--- config.mk ---
export PLATFORM = sky130hd
export DESIGN_NAME = fetch_unit
export DESIGN_NICKNAME = d
export VERILOG_FILES = /design/src/rtl/fetch_unit_pkg.sv /design/src/rtl/fetch_fifo.sv /design/src/rtl/fetch_unit.sv
export SDC_FILE = /design/constraint.sdc
export NUM_CORES = 1
export LEC_CHECK = 0
export ABC_AREA = 0
export CAP_MARGIN = 20
export CELL_PAD_IN_SITES_DETAIL_PLACEMENT = 0
export CELL_PAD_IN_SITES_GLOBAL_PLACEMENT = 1
export CORE_ASPECT_RATIO = 0.7
export CORE_UTILIZATION = 40
export DETAILED_ROUTE_END_ITERATION = 10
export PLACE_DENSITY = 0.77
export SETUP_SLACK_MARGIN = 0.15
export SLEW_MARGIN = 10
export SYNTH_ARGS = -nofsm -noshare
export SYNTH_HDL_FRONTEND = slang
export SYNTH_HIERARCHICAL = 1
export SYNTH_SLANG_ARGS = --single-unit
--- constraint.sdc ---
create_clock -name clk -period 20.7 [get_ports clk]
set_input_delay 4.14 -clock clk [delete_from_list [all_inputs] [get_ports clk]]
set_output_delay 4.14 -clock clk [all_outputs]
set_load 0.03 [all_outputs]
--- src/rtl/fetch_unit_pkg.sv ---
// Shared fetch types and constants.
// Used by fetch_fifo and fetch_unit.
package fetch_unit_pkg;

    localparam logic [31:0] NOP_INSN = 32'h0000_0013;
    localparam logic [31:0] RESET_PC_DEFAULT = 32'h0100_0000;

    typedef struct packed {
        logic [31:0] pc;
        logic [31:0] insn;
    } fetch_entry_t;

endpackage

--- src/rtl/fetch_fifo.sv ---
// Small registered FIFO holding fetched instructions with their PCs.
// Same-cycle push and pop supported; clear empties it in one cycle.
module fetch_fifo
    import fetch_unit_pkg::*;
#(
    parameter int DEPTH = 2,
    parameter type entry_t = fetch_entry_t,
    localparam int CW = $clog2(DEPTH + 1),
    localparam int AW = (DEPTH > 1) ? $clog2(DEPTH) : 1
) (
    input  logic          clk,
    input  logic          rst,
    input  logic          push,
    input  logic          pop,
    input  logic          clear,
    input  entry_t        din,
    output entry_t        dout,
    output logic          full,
    output logic          empty,
    output logic [CW-1:0] count
);

    entry_t        mem [DEPTH];
    logic [AW-1:0] rd_ptr;
    logic [AW-1:0] wr_ptr;
    logic          do_push;
    logic          do_pop;

    function automatic logic [AW-1:0] next_ptr(input logic [AW-1:0] p);
        return (p == AW'(DEPTH - 1)) ? '0 : p + AW'(1);
    endfunction

    assign empty   = (count == '0);
    assign full    = (count == CW'(DEPTH));
    assign do_pop  = pop && !empty;
    assign do_push = push && (!full || do_pop);
    assign dout    = mem[rd_ptr];

    always_ff @(posedge clk or posedge rst) begin
        if (rst) begin
            rd_ptr <= '0;
            wr_ptr <= '0;
            count  <= '0;
        end else if (clear) begin
            rd_ptr <= '0;
            wr_ptr <= '0;
            count  <= '0;
        end else begin
            if (do_pop)
                rd_ptr <= next_ptr(rd_ptr);
            if (do_push)
                wr_ptr <= next_ptr(wr_ptr);
            count <= count + CW'(do_push) - CW'(do_pop);
        end
    end

    always_ff @(posedge clk) begin
        if (do_push && !clear)
            mem[wr_ptr] <= din;
    end

endmodule

--- src/rtl/fetch_unit.sv ---
// Instruction fetch: PC sequencing, in-order imem requests, redirect drop.
// Optional perf counters enabled with FETCH_PERF_EN.
module fetch_unit
    import fetch_unit_pkg::*;
#(
    parameter logic [31:0] RESET_PC = RESET_PC_DEFAULT,
    parameter int          DEPTH    = 2
) (
    input  logic        clk,
    input  logic        reset,
    input  logic        stall_if,
    input  logic        ifid_wren,
    input  logic        ifid_flush,
    input  logic [31:0] br_target,
    output logic        imem_req_valid,
    input  logic        imem_req_ready,
    output logic [31:0] imem_req_addr,
    input  logic        imem_rsp_valid,
    input  logic [31:0] imem_rsp_data,
    output logic [31:0] f_pc,
    output logic [31:0] f_insn,
    output logic        f_valid
`ifdef FETCH_PERF_EN
    ,
    output logic [31:0] perf_stall_cycles,
    output logic [31:0] perf_flush_count
`endif
);

    localparam int CW = $clog2(DEPTH + 1);

    logic [31:0]   pc;
    logic [31:0]   rsp_pc;
    logic [CW-1:0] live;
    logic [CW-1:0] drop;
    logic [CW-1:0] occ;
    logic [CW:0]   inflight;
    logic          accept;
    logic          rsp_drop;
    logic          rsp_live;
    logic          push;
    logic          pop;
    logic          empty;
    logic          full;
    fetch_entry_t  head;
    fetch_entry_t  new_entry;

    // Dropped requests are still physically in flight, so they hold slots.
    assign inflight = {1'b0, live} + {1'b0, drop} + {1'b0, occ};

    assign imem_req_valid = !reset && !stall_if && !ifid_flush
                         && (inflight < (CW + 1)'(DEPTH));
    assign imem_req_addr  = pc;
    assign accept         = imem_req_valid && imem_req_ready;

    assign rsp_drop = imem_rsp_valid && (drop != '0);
    assign rsp_live = imem_rsp_valid && (drop == '0) && (live != '0);
    assign push     = rsp_live && !ifid_flush && (!full || pop);
    assign pop      = f_valid && ifid_wren && !ifid_flush;

    assign new_entry = '{pc: rsp_pc, insn: imem_rsp_data};

    assign f_valid = !empty;
    assign f_pc    = f_valid ? head.pc : rsp_pc;
    assign f_insn  = f_valid ? head.insn : NOP_INSN;

    // rsp_pc tags the next kept response; requests after a redirect are sequential.
    always_ff @(posedge clk or posedge reset) begin
        if (reset) begin
            pc     <= RESET_PC;
            rsp_pc <= RESET_PC;
            live   <= '0;
            drop   <= '0;
        end else if (ifid_flush) begin
            pc     <= br_target;
            rsp_pc <= br_target;
            live   <= '0;
            drop   <= drop - CW'(rsp_drop) + live
                    - CW'(rsp_live) + CW'(accept);
        end else begin
            if (accept)
                pc <= pc + 32'd4;
            if (rsp_live)
                rsp_pc <= rsp_pc + 32'd4;
            live <= live + CW'(accept) - CW'(rsp_live);
            drop <= drop - CW'(rsp_drop);
        end
    end

    fetch_fifo #(
        .DEPTH   (DEPTH),
        .entry_t (fetch_entry_t)
    ) u_fifo (
        .clk   (clk),
        .rst   (reset),
        .push  (push),
        .pop   (pop),
        .clear (ifid_flush),
        .din   (new_entry),
        .dout  (head),
        .full  (full),
        .empty (empty),
        .count (occ)
    );

`ifdef FETCH_PERF_EN
    always_ff @(posedge clk or posedge reset) begin
        if (reset) begin
            perf_stall_cycles <= '0;
            perf_flush_count  <= '0;
        end else begin
            if (stall_if)
                perf_stall_cycles <= perf_stall_cycles + 32'd1;
            if (ifid_flush)
                perf_flush_count <= perf_flush_count + 32'd1;
        end
    end
`endif

endmodule

* Word-level counts from Yosys, hierarchy flattened
Memories as Yosys holds them, arrays and structs flattened.
Index checks and enable logic that the tools add are counted.
** Word-level totals
- Bits in registers :: 72
- Bits in latches :: 0
- Memory bits (writable) :: 128
- Bits in read-only memories :: 0
- Bits of input ports :: 71
- Output and inout bits :: 98
- Word-level logic and storage cells :: 70
- Memories :: 1
** Memories
- u_fifo.mem :: depth 2, bits a word 64, rd ports 1, clocked after Yosys merged registers in 0, write ports 1, RTL line fetch_fifo.sv:23 : entry_t mem [DEPTH];
** Operators by class
- Add/subtract/negate cells :: 14
- Multipliers :: 0
- Div/mod/pow operators :: 0
- Order comparisons :: 1
- Equal/unequal tests :: 1
- Shift-type cells :: 0
- Multiplexer cells :: 17
- Bitwise operators :: 0
- Reduce and logical (&&, ||, !) cells :: 29
** Operator list (number)
- $mux W32 :: 6
- $add A32 B3 Y32 const B :: 2
- $logic_and A1 B1 Y1 :: 14
- $reduce_bool A2 Y1 :: 6
- $mux W1 :: 8
- $sub A2 B1 Y2 :: 4
- $add A2 B1 Y2 :: 3
- $mux W2 :: 3
- $logic_not A1 Y1 :: 5
- $logic_not A2 Y1 :: 2
- $add A2 B2 Y3 :: 1
- $add A3 B2 Y3 :: 1
- $lt A3 B2 Y1 const B :: 1
- $add A1 B1 Y1 const B :: 2
- $add A2 B2 Y2 :: 1
- $eq A2 B2 Y1 const B :: 1
- $logic_or A1 B1 Y1 :: 2

* Depth between registers and ports, before layout
Gate-level depths: netlist of run 1.
- Word-level depth :: 10
- Depth in mapped cells :: 13
- Mapped depth without buffers :: 12

* Modules after synthesis
Netlist of run 1, hierarchy kept.
** By module, submodules not included
- fetch_fifo :: instances 1, cells each 229, area an instance 4906.0 µm², seq. area each 3943.8 µm²
- fetch_unit :: instances 1, cells each 455, area an instance 4593.2 µm², seq. area each 1704.1 µm²

* Worst setup path after synthesis of run 1
Ideal clock, no wire load.
- Path kind :: input-to-reg
- From :: input port ifid_flush
- To :: memory u_fifo/mem[1][0] (netlist bit) (enable)
- Setup time :: 0.578 ns
- Arrival time :: 9.896 ns
- Data required time :: 20.122 ns
- Path slack :: 10.225 ns
- Stages on the path :: 5
- Path buffers :: 2
- Cells stage by stage :: clkbuf_1 -> clkbuf_1 -> a211oi_1 -> o21ai_2 -> nor3b_1
** Between the ends
- Cells in the longest elaborated chain, start to end :: 8
- Elaborated cells on any way between the ends :: 11
- Those cells by class :: mux: 2; reduce/logical: 9
** RTL lines
- start: declaration :: RTL line fetch_unit.sv:13 : input logic ifid_flush,
- $logic_not A1 Y1 (*) :: RTL line fetch_unit.sv:58, fetch_unit.sv:59
- $logic_and A1 B1 Y1 :: RTL line fetch_unit.sv:59 : assign pop = f_valid && ifid_wren && !ifid_flush;
- $logic_or A1 B1 Y1 :: RTL line fetch_unit.sv:58 : assign push = rsp_live && !ifid_flush && (!full || pop);
- $logic_and A1 B1 Y1 (*) :: RTL line fetch_unit.sv:58
- named net push :: RTL line fetch_unit.sv:41 : logic push;
- $logic_and A1 B1 Y1 (*) :: RTL line fetch_fifo.sv:36 : assign do_push = push && (!full || do_pop);
- $logic_and A1 B1 Y1 (*) :: RTL line fetch_fifo.sv:58 : if (do_push && !clear)
- $mux W1 (*) :: RTL line fetch_fifo.sv:58
- $mux W1 (implied by the code) (*) :: RTL line fetch_fifo.sv:59 : mem[wr_ptr] <= din;
- end: declaration :: RTL line fetch_fifo.sv:23
Mark *: on every way through the listed nets, which the timed path passes. The rest lies on a longest branch.

* Worst setup path after layout of run 1
- From :: input port ifid_flush
- To :: output port imem_req_valid
** Between the ends
- Cells in the longest elaborated chain, start to end :: 3
** RTL lines
- $logic_not A1 Y1 :: RTL line fetch_unit.sv:51 : assign imem_req_valid = !reset && !stall_if && !ifid_flush
- $logic_and A1 B1 Y1 :: RTL line fetch_unit.sv:51
- $logic_and A1 B1 Y1 :: RTL line fetch_unit.sv:52 : && (inflight < (CW + 1)'(DEPTH));
- end: declaration :: RTL line fetch_unit.sv:15 : output logic imem_req_valid,
No other way between the ends.

==> impl_results.md, run 1 <==
- Port Buf Inserts: 168
- DRC: 0
- Routed met3 length: 1.58 mm
- Layout cell share with drive strength beyond 1: 17.0%
- Total grt overflow: 0
- P&R area growth vs syn: 27.2%
- Commonest non-fill, non-tap cell in the layout: clkdlybuf4s50_1
- Setup crit end kind: output pin
- RSZ-0062 raised after global routing: no
- Final ANT Viol Nets: 0
- Fmax: 96.1 MHz
- Final setup vio count: 0
- Final setup TNS: 0 ns
- Critical Path Fanout Max: 32
- Synth unique cells: 55
- Slew headroom: 29.0%
- Routed WL: 21.6 mm
- Fin cells: approximately 1200
- Net count after synthesis: between 700 and 800
- Post-layout minimum cycle time: 10.41 ns
- Arrival time worst endpoint: 6.27 ns
- Peak VDD IR: 0.0575 mV
- First-pass GRT wire length: 33.8 mm
- Total number of yosys warnings: 6
- Crit path kind: in -> out
- Most frequent cells in the layout: 168 x clkdlybuf4s50_1, 128 x edfxtp_1, 85 x mux2_2, 69 x dfrtp_1, 51 x mux2_1
- Tot GR Track Use: between 15 and 20%
- HPWL Detailed: 14.2 mm
- Register area: about 0.0056 mm2
- Final Power: 0.000939 W
- DR WL/cell: 18.4 um
- Clock edge transition at the registers on the reported setup and hold paths: 0.08 ns
- Placed inst area: 0.0115 mm2
- Vias per std cell: 5.05
- Die area: ~0.024 mm2
- Hold_buf cts: 0
- Resized Gates After CTS: 0
- Largest net degree at the start of global routing: 69
- Register area share after synthesis: 59.5%
- Post-Layout Inst Area: 0.0121 mm2
- Startpoint types: input port
- Clk_lat worst skew: 0.43 ns
- Leak Pwr: 4.34 nW
- Hold crit path type: reg -> reg
- Initial Util: between 40% and 50%
- Number of global-route vias before repair: between 5000 and 6000
- Slew Limit Fails: 0
- Post-CTS setup buffers: 0
- Die X: 186 um
- Max-cap violations: 0
- I/O pin count: 169
- CTS buffer count: 17
- Worst EP required: 16.56 ns
- Hold Violations, Final: 0
- Synthesized area: 0.00950 mm2
- Pre-antenna DRT Iters: 6
- Multi-input logic area: around 0.0036 mm2
- Post-layout util: 52.6%
- Initial antenna violation count: 0
- # nets final: 931
- Fin crit share: 50.3%
- Row cnt: 46
- Core region area: 0.0230 mm2
- CTS Sinks: 200
- GPL Wtd Cong: 0.785
- Top FF cell, synth: edfxtp_1
- Max clock buf depth: 2
- # placed instances: 1143
- Synthesized flop and latch total: 200
- Via Count: about 6000
- Pwr/cell area: 77.8 mW/mm2
- Fillers: 1950
- Highest metal used: met4
- Height of the chip: ~130 um
- H-tree depth: 4
- CTS tree: built
- First DRT Iteration DRCs: 352
- Wl on met1: about 11 mm
- Worst slew pin tran: 1.06 ns
- Met2 Wirelength: just under 9 mm
- Ys async rst share: 36.0%
- Post-Synthesis Cells: a little under 700
- Syn avg cell area: between 10 and 15 um2
- Post-synth EDFFs: 128
- CTS root buf: clkbuf_16
- Status: completed
- Clock Skews: 0.0110 ns
[cells by family after synthesis]
logic type / count (synthesis) / synth area share [%]
buffers and inverters: 54 / 2.73
XOR/XNOR: 63 / 5.81
AO/OA/AOI/OAI: 38 / 2.65
adder cells (fa/ha/maj): 10 / 1.48
flip-flops: 200 / 59.5
multiplexers: 141 / 16.7
AND/OR/NAND/NOR: 178 / 11.2
[worst paths after layout]
kind	from	endpoint	slack (ns)	depth (start not counted)
worst max-delay path	ifid_flush	imem_req_valid	10.29	5
worst min-delay path	rsp_pc[0]$_DFFE_PP0P_	u_fifo/mem[0][32]$_DFFE_PP_	0.52	0
worst max register to register	drop[1]$_DFF_PP0_	drop[1]$_DFF_PP0_	17.08	12
worst min register to register	rsp_pc[0]$_DFFE_PP0P_	u_fifo/mem[0][32]$_DFFE_PP_	0.52	0
max in group asynchronous	reset	rsp_pc[17]$_DFFE_PP0N_	15.71	3
min in group asynchronous	reset	u_fifo/rd_ptr$_DFFE_PP0P_	4.03	2
[sequential cells by signal (all words and copies together), names as in the netlist]
signal and flops:
u_fifo/mem 128, imem_req_addr 32, rsp_pc 32, drop 2, live 2, u_fifo/count 2
u_fifo/rd_ptr 1, u_fifo/wr_ptr 1
[synthesized netlist by cell type, types with 6 or more instances]
library cell	number	area share (%)
edfxtp_1	128	40
mux2_2	85	10
dfrtp_1	70	18
mux2_1	51	6.0
nor2b_1	34	2.2
xnor2_1	34	3.1
xor2_1	29	2.7
inv_1	24	0.95
nand3_1	24	1.3
nor2_1	22	0.87
nand2_1	18	0.71
clkbuf_1	17	0.67
nand4_1	15	0.99
nor3_1	15	0.79
a21boi_0	9	0.71
a21oi_1	8	0.42
ha_1	8	1.1
nand2b_1	8	0.53
and3_1	7	0.46
buf_6	7	0.83
nor4_1	6	0.40
[area by class of cell]
cell class / count / share of cell area, %
antenna: 1 / 0.0207
clock buffer: 17 / 3.52
clock inverter: 15 / 1.41
inverter: 25 / 0.777
multi-input combinational: 430 / 29.9
sequential: 200 / 46.8
tap: 312 / 3.23
timing repair buffer: 176 / 14.4
[power by group]
part / total, W / leakage [nW] / internal [W] / switching, W
registers: 0.000470 / 1.99 / 0.000443 / 0.0000270
logic: 0.000133 / 2.07 / 0.0000656 / 0.0000674
clock network: 0.000336 / 0.279 / 0.000181 / 0.000156
[worst max-delay path, cell delays in order]
cell and delay (ns):
clkdlybuf4s50_1 0.39, buf_4 0.25, or4_2 0.69, nor2_1 0.11, clkdlybuf4s50_1 0.67
[through the flow]
stage               hold WS [ns]  setup slack, ns
floorplan                  0.458            10.23
global placement           0.485            10.28
detailed placement         0.510            10.30
CTS                        0.531            10.28
global route               0.554            10.19
finish                     0.522            10.29
[layer usage]
layer | track usage, % | vias up
li1 | - | 2821
met1 | 28.4 | 2915
met2 | 25.8 | 191
met3 | 4.71 | 8
met4 | 4.34 | 0
met5 | 0 | -
No activity file was read; power rests on OpenSTA's default activity.
==> run 2: changes to the inputs <==
clock period = 10.3 ns   (was 20.7 ns; I/O delays follow)
==> run 2 against run 1 <==
  * Register-to-register slack worse by 10 ns
  * Setup slack lost 6.2 ns
  * Clock skew decreased by 0.0013 ns
  * Largest cell class unchanged
  * Routed wire length is 2.7% lower
  * Global-route usage shrank 0.62 points
==> impl_results.md, run 2 (synthesized netlist as in run 1, its figures left out) <==
- Vias per std cell: 4.98 (-1.3%)
- Commonest non-fill, non-tap cell in the layout: clkdlybuf4s50_1
- Register name with the most flops: u_fifo/mem
- Crit path from: ifid_flush
- Final setup TNS: 0 ns (unchanged)
- Sequential Power Share: 50.3% (+0.2 points)
- Largest net degree at the start of global routing: 69 (unchanged)
- Placed inst area: 0.0115 mm2 (unchanged)
- Startpoint types: input port
- Top delay family on crit path: buffers and inverters
- Post-layout util: 52.6% (about the same)
- Internal: 0.00139 W (+100%)
- First-pass GRT wire length: 32.5 mm (-4.0%)
- Initial Util: 41.4% (unchanged)
- Flip-flop count of the largest register after layout: 128 (unchanged)
- R2R setup slack: 6.69 ns (-10.39 ns)
- Via Count: 5851 (-1.4%)
- # diodes: 0 (-1)
- Clock power share: 35.4% (-0.4 points)
- Setup WS post-layout: 4.05 ns (-6.25 ns)
- RSZ-0062 raised after global routing: no
- Logic pwr share: 14.3% (+0.2 points)
- Reg2Reg Capture Point: imem_req_addr[20]$_DFFE_PP0N_
- Pre-antenna DRT Iters: 4 (-2)
- Max clock buf depth: 2 (unchanged)
- Number of global-route vias before repair: 5667 (-4.9%)
- Total grt overflow: 0 (unchanged)
- Crit path depth: 5 (unchanged)
- CTS tree: built
- DR WL/cell: 17.9 um (-2.6%)
- HP Start: rsp_pc[1]$_DFFE_PP0P_
- Fin crit share: 60.7%
- Final ANT Viol Nets: 0 (unchanged)
- Clock Skews: 0.00967 ns (-0.00129 ns)
- Most used cell, CP: clkdlybuf4s50_1
- Hold_buf cts: 0 (unchanged)
- GPL Wtd Cong: 0.780 (-0.64%)
- HPWL Detailed: 14.1 mm (-0.28%)
- Most frequent cells in the layout: 168 x clkdlybuf4s50_1, 128 x edfxtp_1, 85 x mux2_2, 69 x dfrtp_1, 51 x mux2_1
- Layout cell share with drive strength beyond 1: 17.1% (+0.12 points)
- Port Buf Inserts: 168 (unchanged)
- Peak VDD IR: 0.115 mV (+100%)
- Worst path max stage delay: 0.69 ns (about the same)
- Worst EP required: 8.24 ns (-8.32 ns)
- Row cnt: 46 (unchanged)
- Clk_lat worst skew: 0.43 ns (about the same)
- Resized Gates After CTS: 0 (unchanged)
- Worst reg2reg path depth: 9 (-3)
- Max-cap violations: 0 (unchanged)
- Hold crit path type: reg -> reg
- DRC: 0 (unchanged)
- CP max stage cell: or4_2
- Final Power: 0.00188 W (+100%)
- Die area: 0.0244 mm2 (unchanged)
- # nets final: 931 (unchanged)
- Worst path bufs/invs: 3 (unchanged)
- Critical Path Fanout Max: 32 (unchanged)
- Setup crit end kind: output pin
- Worst slew pin tran: 0.995 ns (-0.0607 ns)
- CTS Sinks: 200 (unchanged)
- Routed WL: 21.0 mm (-2.7%)
- H-tree depth: 4 (unchanged)
- Clock edge transition at the registers on the reported setup and hold paths: 0.07 ns (about the same)
- Arrival time worst endpoint: 4.19 ns (-2.08 ns)
- First DRT Iteration DRCs: 309 (-12%)
- CTS root buf: clkbuf_16
- Die X: 186 um (unchanged)
- Crit path kind: in -> out
- Pwr/cell area: 155 mW/mm2 (+100%)
- P&R area growth vs syn: 27.1% (about the same)
- I/O pin count: 169 (unchanged)
- Slew headroom: 33.1% (+4.1 points)
- Place WS: 4.04 ns (-6.26 ns)
- Fmax: 160 MHz
- CTS buffer count: 17 (unchanged)
- Setup crit end: imem_req_valid
- Height of the chip: 131 um (unchanged)
- Slew Limit Fails: 0 (unchanged)
- Tot GR Track Use: 17.9% (-0.62 points)
- Hold Violations, Final: 0 (unchanged)
- RR Startpoint: u_fifo/count[1]$_DFF_PP0_
- Switch share: 26.1% (-0.46 points)
- Initial antenna violation count: 1 (+1)
- Post-Layout Inst Area: 0.0121 mm2 (about the same)
- Sw Pwr: 0.000490 W (+96%)
- CP Cell Sequence: clkdlybuf4s50_1 -> buf_4 -> or4_2 -> nor2_1 -> clkdlybuf4s50_1
- Post-CTS setup buffers: 0 (unchanged)
- Final setup vio count: 0 (unchanged)
- Status: completed
- Core region area: 0.0230 mm2 (unchanged)
- Leak Pwr: 4.35 nW (+0.19%)
- Post-layout minimum cycle time: approximately 6.3 ns
-- run 2: final cells by class --
cell class | instances | area, um2
fillers | 1918 | 10900
flip-flops and latches | 200 | 5650
multi-input cells | 430 | 3610
repair buffers | 176 | 1740
clock buffers | 17 | 425
well taps | 312 | 390
clock inverters | 15 | 164
inverters | 25 | 93.8
-- run 2: worst min path at each step --
stage                                             end  slack [ns]  depth (start not counted)
after floorplan           u_fifo/mem[0][32]$_DFFE_PP_        0.46                          0
after global placement    u_fifo/mem[1][33]$_DFFE_PP_        0.49                          0
after detailed placement  u_fifo/mem[1][33]$_DFFE_PP_        0.50                          0
after CTS                 u_fifo/mem[0][33]$_DFFE_PP_        0.52                          0
after global routing      u_fifo/mem[1][33]$_DFFE_PP_        0.53                          0
final                     u_fifo/mem[1][33]$_DFFE_PP_        0.52                          0
-- run 2: power by group through the flow --
stage | clock (W) | combinational [W] | sequential (W)
global placement | 0 | 0.000267 | 0.000960
CTS | 0.000682 | 0.000270 | 0.000943
floorplan | 0 | 0.000139 | 0.000966
detailed placement | 0 | 0.000268 | 0.000959
global route | 0.000717 | 0.000289 | 0.000951
finish | 0.000665 | 0.000267 | 0.000944
-- run 2: metal layers --
layer | up-vias | wire length, um | track usage (%)
li1 | 2838 | - | -
met1 | 2793 | 10900 | 27.4
met2 | 200 | 8210 | 24.3
met3 | 18 | 1660 | 4.99
met4 | 2 | 206 | 4.92
met5 | - | 12 | 0
-- run 2: through the flow --
stage,hold WS [ns],std cells
after floorplan,0.458,684
after global placement,0.487,1143
after detailed placement,0.495,1143
after CTS,0.516,1175
after global routing,0.534,1175
final,0.518,1175
==> run 3: changes to the inputs <==
CORE_UTILIZATION = 39   (was 40)
PLACE_DENSITY = 0.78   (was 0.77)
clock period = 5.3 ns   (was 10.3 ns; I/O delays follow)
==> run 3 against run 2 <==
  * Die area rose by 2.5%
  * Register-to-register slack worse by 5.0 ns
  * Global-route usage rose by 0.18 points
  * Utilization shrank 1.4 points
  * Clock skew barely moved
  * Sequential power rose by 94%
  * Critical path depth increased by 2
  * Clock-buffer cell count did not move
  * Final area up 0.78%
  * Critical path type is now reg -> out
  * Critical endpoint unchanged
  * Highest routed layer is now met4
==> impl_results.md, run 3 (synthesized netlist as in run 1, its figures left out) <==
- Post-layout util: 51.2% (-1.4 points)
- Worst path max stage delay: 0.69 ns (about the same)
- Number of global-route vias before repair: 5979 (+5.5%)
- Hold Violations, Final: 0 (unchanged)
- Final setup vio count: 0 (unchanged)
- Slew Limit Fails: 0 (unchanged)
- H-tree depth: 4 (unchanged)
- GPL Wtd Cong: 0.807 (+3.5%)
- Worst path bufs/invs: 3 (unchanged)
- Fin crit share: 81.6%
- Pre-antenna DRT Iters: 5 (+1)
- Top delay family on crit path: buffers and inverters
- Startpoint types: flop
- Post-CTS setup buffers: 0 (unchanged)
- Peak VDD IR: 0.228 mV (+99%)
- Largest net degree at the start of global routing: 62 (-10%)
- DRC: 0 (unchanged)
- Via Count: 5969 (+2.0%)
- Place WS: 1.12 ns (-2.92 ns)
- Height of the chip: 133 um (+1.3%)
- Crit path kind: reg -> out
- Status: completed
- CTS Sinks: 200 (unchanged)
- Post-layout minimum cycle time: 4.32 ns
- Clk_lat worst skew: 0.44 ns (about the same)
- Port Buf Inserts: 168 (unchanged)
- Layout cell share with drive strength beyond 1: 17.6% (+0.40 points)
- Vias per std cell: 5.04 (+1.2%)
- CP Cell Sequence: inv_1 -> fa_1 -> inv_1 -> ha_1 -> or4_2 -> nor2_1 -> clkdlybuf4s50_1
- HPWL Detailed: 14.4 mm (+2.0%)
- Resized Gates After CTS: 0 (unchanged)
- Setup crit end kind: output pin
- First DRT Iteration DRCs: 360 (+17%)
- CTS tree: built
- Register name with the most flops: u_fifo/mem
- Final setup TNS: 0 ns (unchanged)
- Final ANT Viol Nets: 0 (unchanged)
- Hold_buf cts: 0 (unchanged)
- P&R area growth vs syn: 28.1%
- Row cnt: 47 (+2.2%)
- Setup WS post-layout: 0.976 ns (-3.07 ns)
- Clock Skews: 0.00959 ns (-0.0000778 ns)
- Slew headroom: 31.3% (-1.8 points)
- Die area: 0.0250 mm2 (+2.5%)
- Max clock buf depth: 2 (unchanged)
- RSZ-0062 raised after global routing: no
- Total grt overflow: 0 (unchanged)
- Worst slew pin tran: 1.03 ns (+0.0304 ns)
- Commonest non-fill, non-tap cell in the layout: clkdlybuf4s50_1
- I/O pin count: 169 (unchanged)
- # diodes: 0 (unchanged)
- Die X: 189 um (+1.3%)
- Fillers: 2105 (+9.7%)
- Clock edge transition at the registers on the reported setup and hold paths: 0.08 ns (about the same)
- # nets final: 934 (+0.32%)
- Leak Pwr: 4.37 nW (+0.63%)
- Most used cell, CP: inv_1
- Pwr/cell area: 300 mW/mm2 (+93%)
- Max-cap violations: 0 (unchanged)
- Routed WL: 21.7 mm (+3.3%)
- Worst EP required: 4.24 ns (-4.00 ns)
- Initial antenna violation count: 1 (unchanged)
- Arrival time worst endpoint: 3.26 ns (-0.93 ns)
- Tot GR Track Use: 18.1% (+0.18 points)
- CP max stage cell: clkdlybuf4s50_1
- Hold crit path type: reg -> reg
- Initial Util: 40.0% (-1.4 points)
- CTS root buf: clkbuf_16
- Multi-input logic area: 0.00363 mm2 (+0.49%)
- CTS buffer count: 17 (unchanged)
- Register area: 0.00565 mm2 (unchanged)
- First-pass GRT wire length: 34.3 mm (+5.7%)
- Most frequent cells in the layout: 168 x clkdlybuf4s50_1, 128 x edfxtp_1, 85 x mux2_2, 69 x dfrtp_1, 51 x mux2_1
- DR WL/cell: 18.3 um (+2.5%)
- Core region area: 0.0238 mm2 (+3.5%)
- Flip-flop count of the largest register after layout: 128 (unchanged)
- Critical Path Fanout Max: 7 (-78%)
- Fmax: 231 MHz
run 3: changes by cell type in the layout (fill, tap and decap cells not counted), sizes merged:
cell,before,now
bufinv,2,1
buf,8,10
clkinv,5,4
clkbuf,17,18
clkinvlp,2,4
run 3: metrics by stage:
step	cells	hold WS, ns	cell area [um2]	power, W
2_1_floorplan	684	0.458	9510	0.00215
3_3_place_gp	1150	0.484	11600	0.00238
3_5_place_dp	1150	0.489	11600	0.00238
4_1_cts	1182	0.507	12100	0.00369
5_1_grt	1184	0.519	12200	0.00380
6_report	1184	0.500	12200	0.00366
run 3: final timing paths:
kind,startpoint,to,slack (ns),cells past startpoint
worst max-delay path,u_fifo/count[1]$_DFF_PP0_,imem_req_valid,0.98,7
worst max register to register,u_fifo/count[1]$_DFF_PP0_,imem_req_addr[22]$_DFFE_PP0N_,1.67,9
worst min-delay path,rsp_pc[1]$_DFFE_PP0P_,u_fifo/mem[1][33]$_DFFE_PP_,0.50,0
max in group asynchronous,reset,rsp_pc[24]$_DFFE_PP1N_,3.36,4
worst min register to register,rsp_pc[1]$_DFFE_PP0P_,u_fifo/mem[1][33]$_DFFE_PP_,0.50,0
min in group asynchronous,reset,u_fifo/count[0]$_DFF_PP0_,0.95,2
run 3: power by group:
group	switching, W	total [W]	internal, W
sequential	0.0000981	0.00183	0.00173
clock	0.000634	0.00130	0.000668
combinational	0.000266	0.000524	0.000258
total	0.000998	0.00366	0.00266
run 3: cell type report:
cell class                      instances  area share (%)
Sequential cell                       200            46.4
Multi-Input combinational cell        430            29.8
Timing Repair Buffer                  179            14.9
Clock buffer                           17            3.50
Tap cell                              318            3.27
Clock inverter                         15            1.34
Inverter                               25           0.771
run 3: metal layers:
| metal | share of wire, % | GRT usage [%] | vias up |
|---|---|---|---|
| met5 | 0 | 0 | - |
| met4 | 0.93 | 4.48 | 0 |
| met3 | 4.8 | 3.61 | 16 |
| met2 | 43 | 26.2 | 153 |
| met1 | 51 | 27.4 | 2966 |
| li1 | - | - | 2834 |
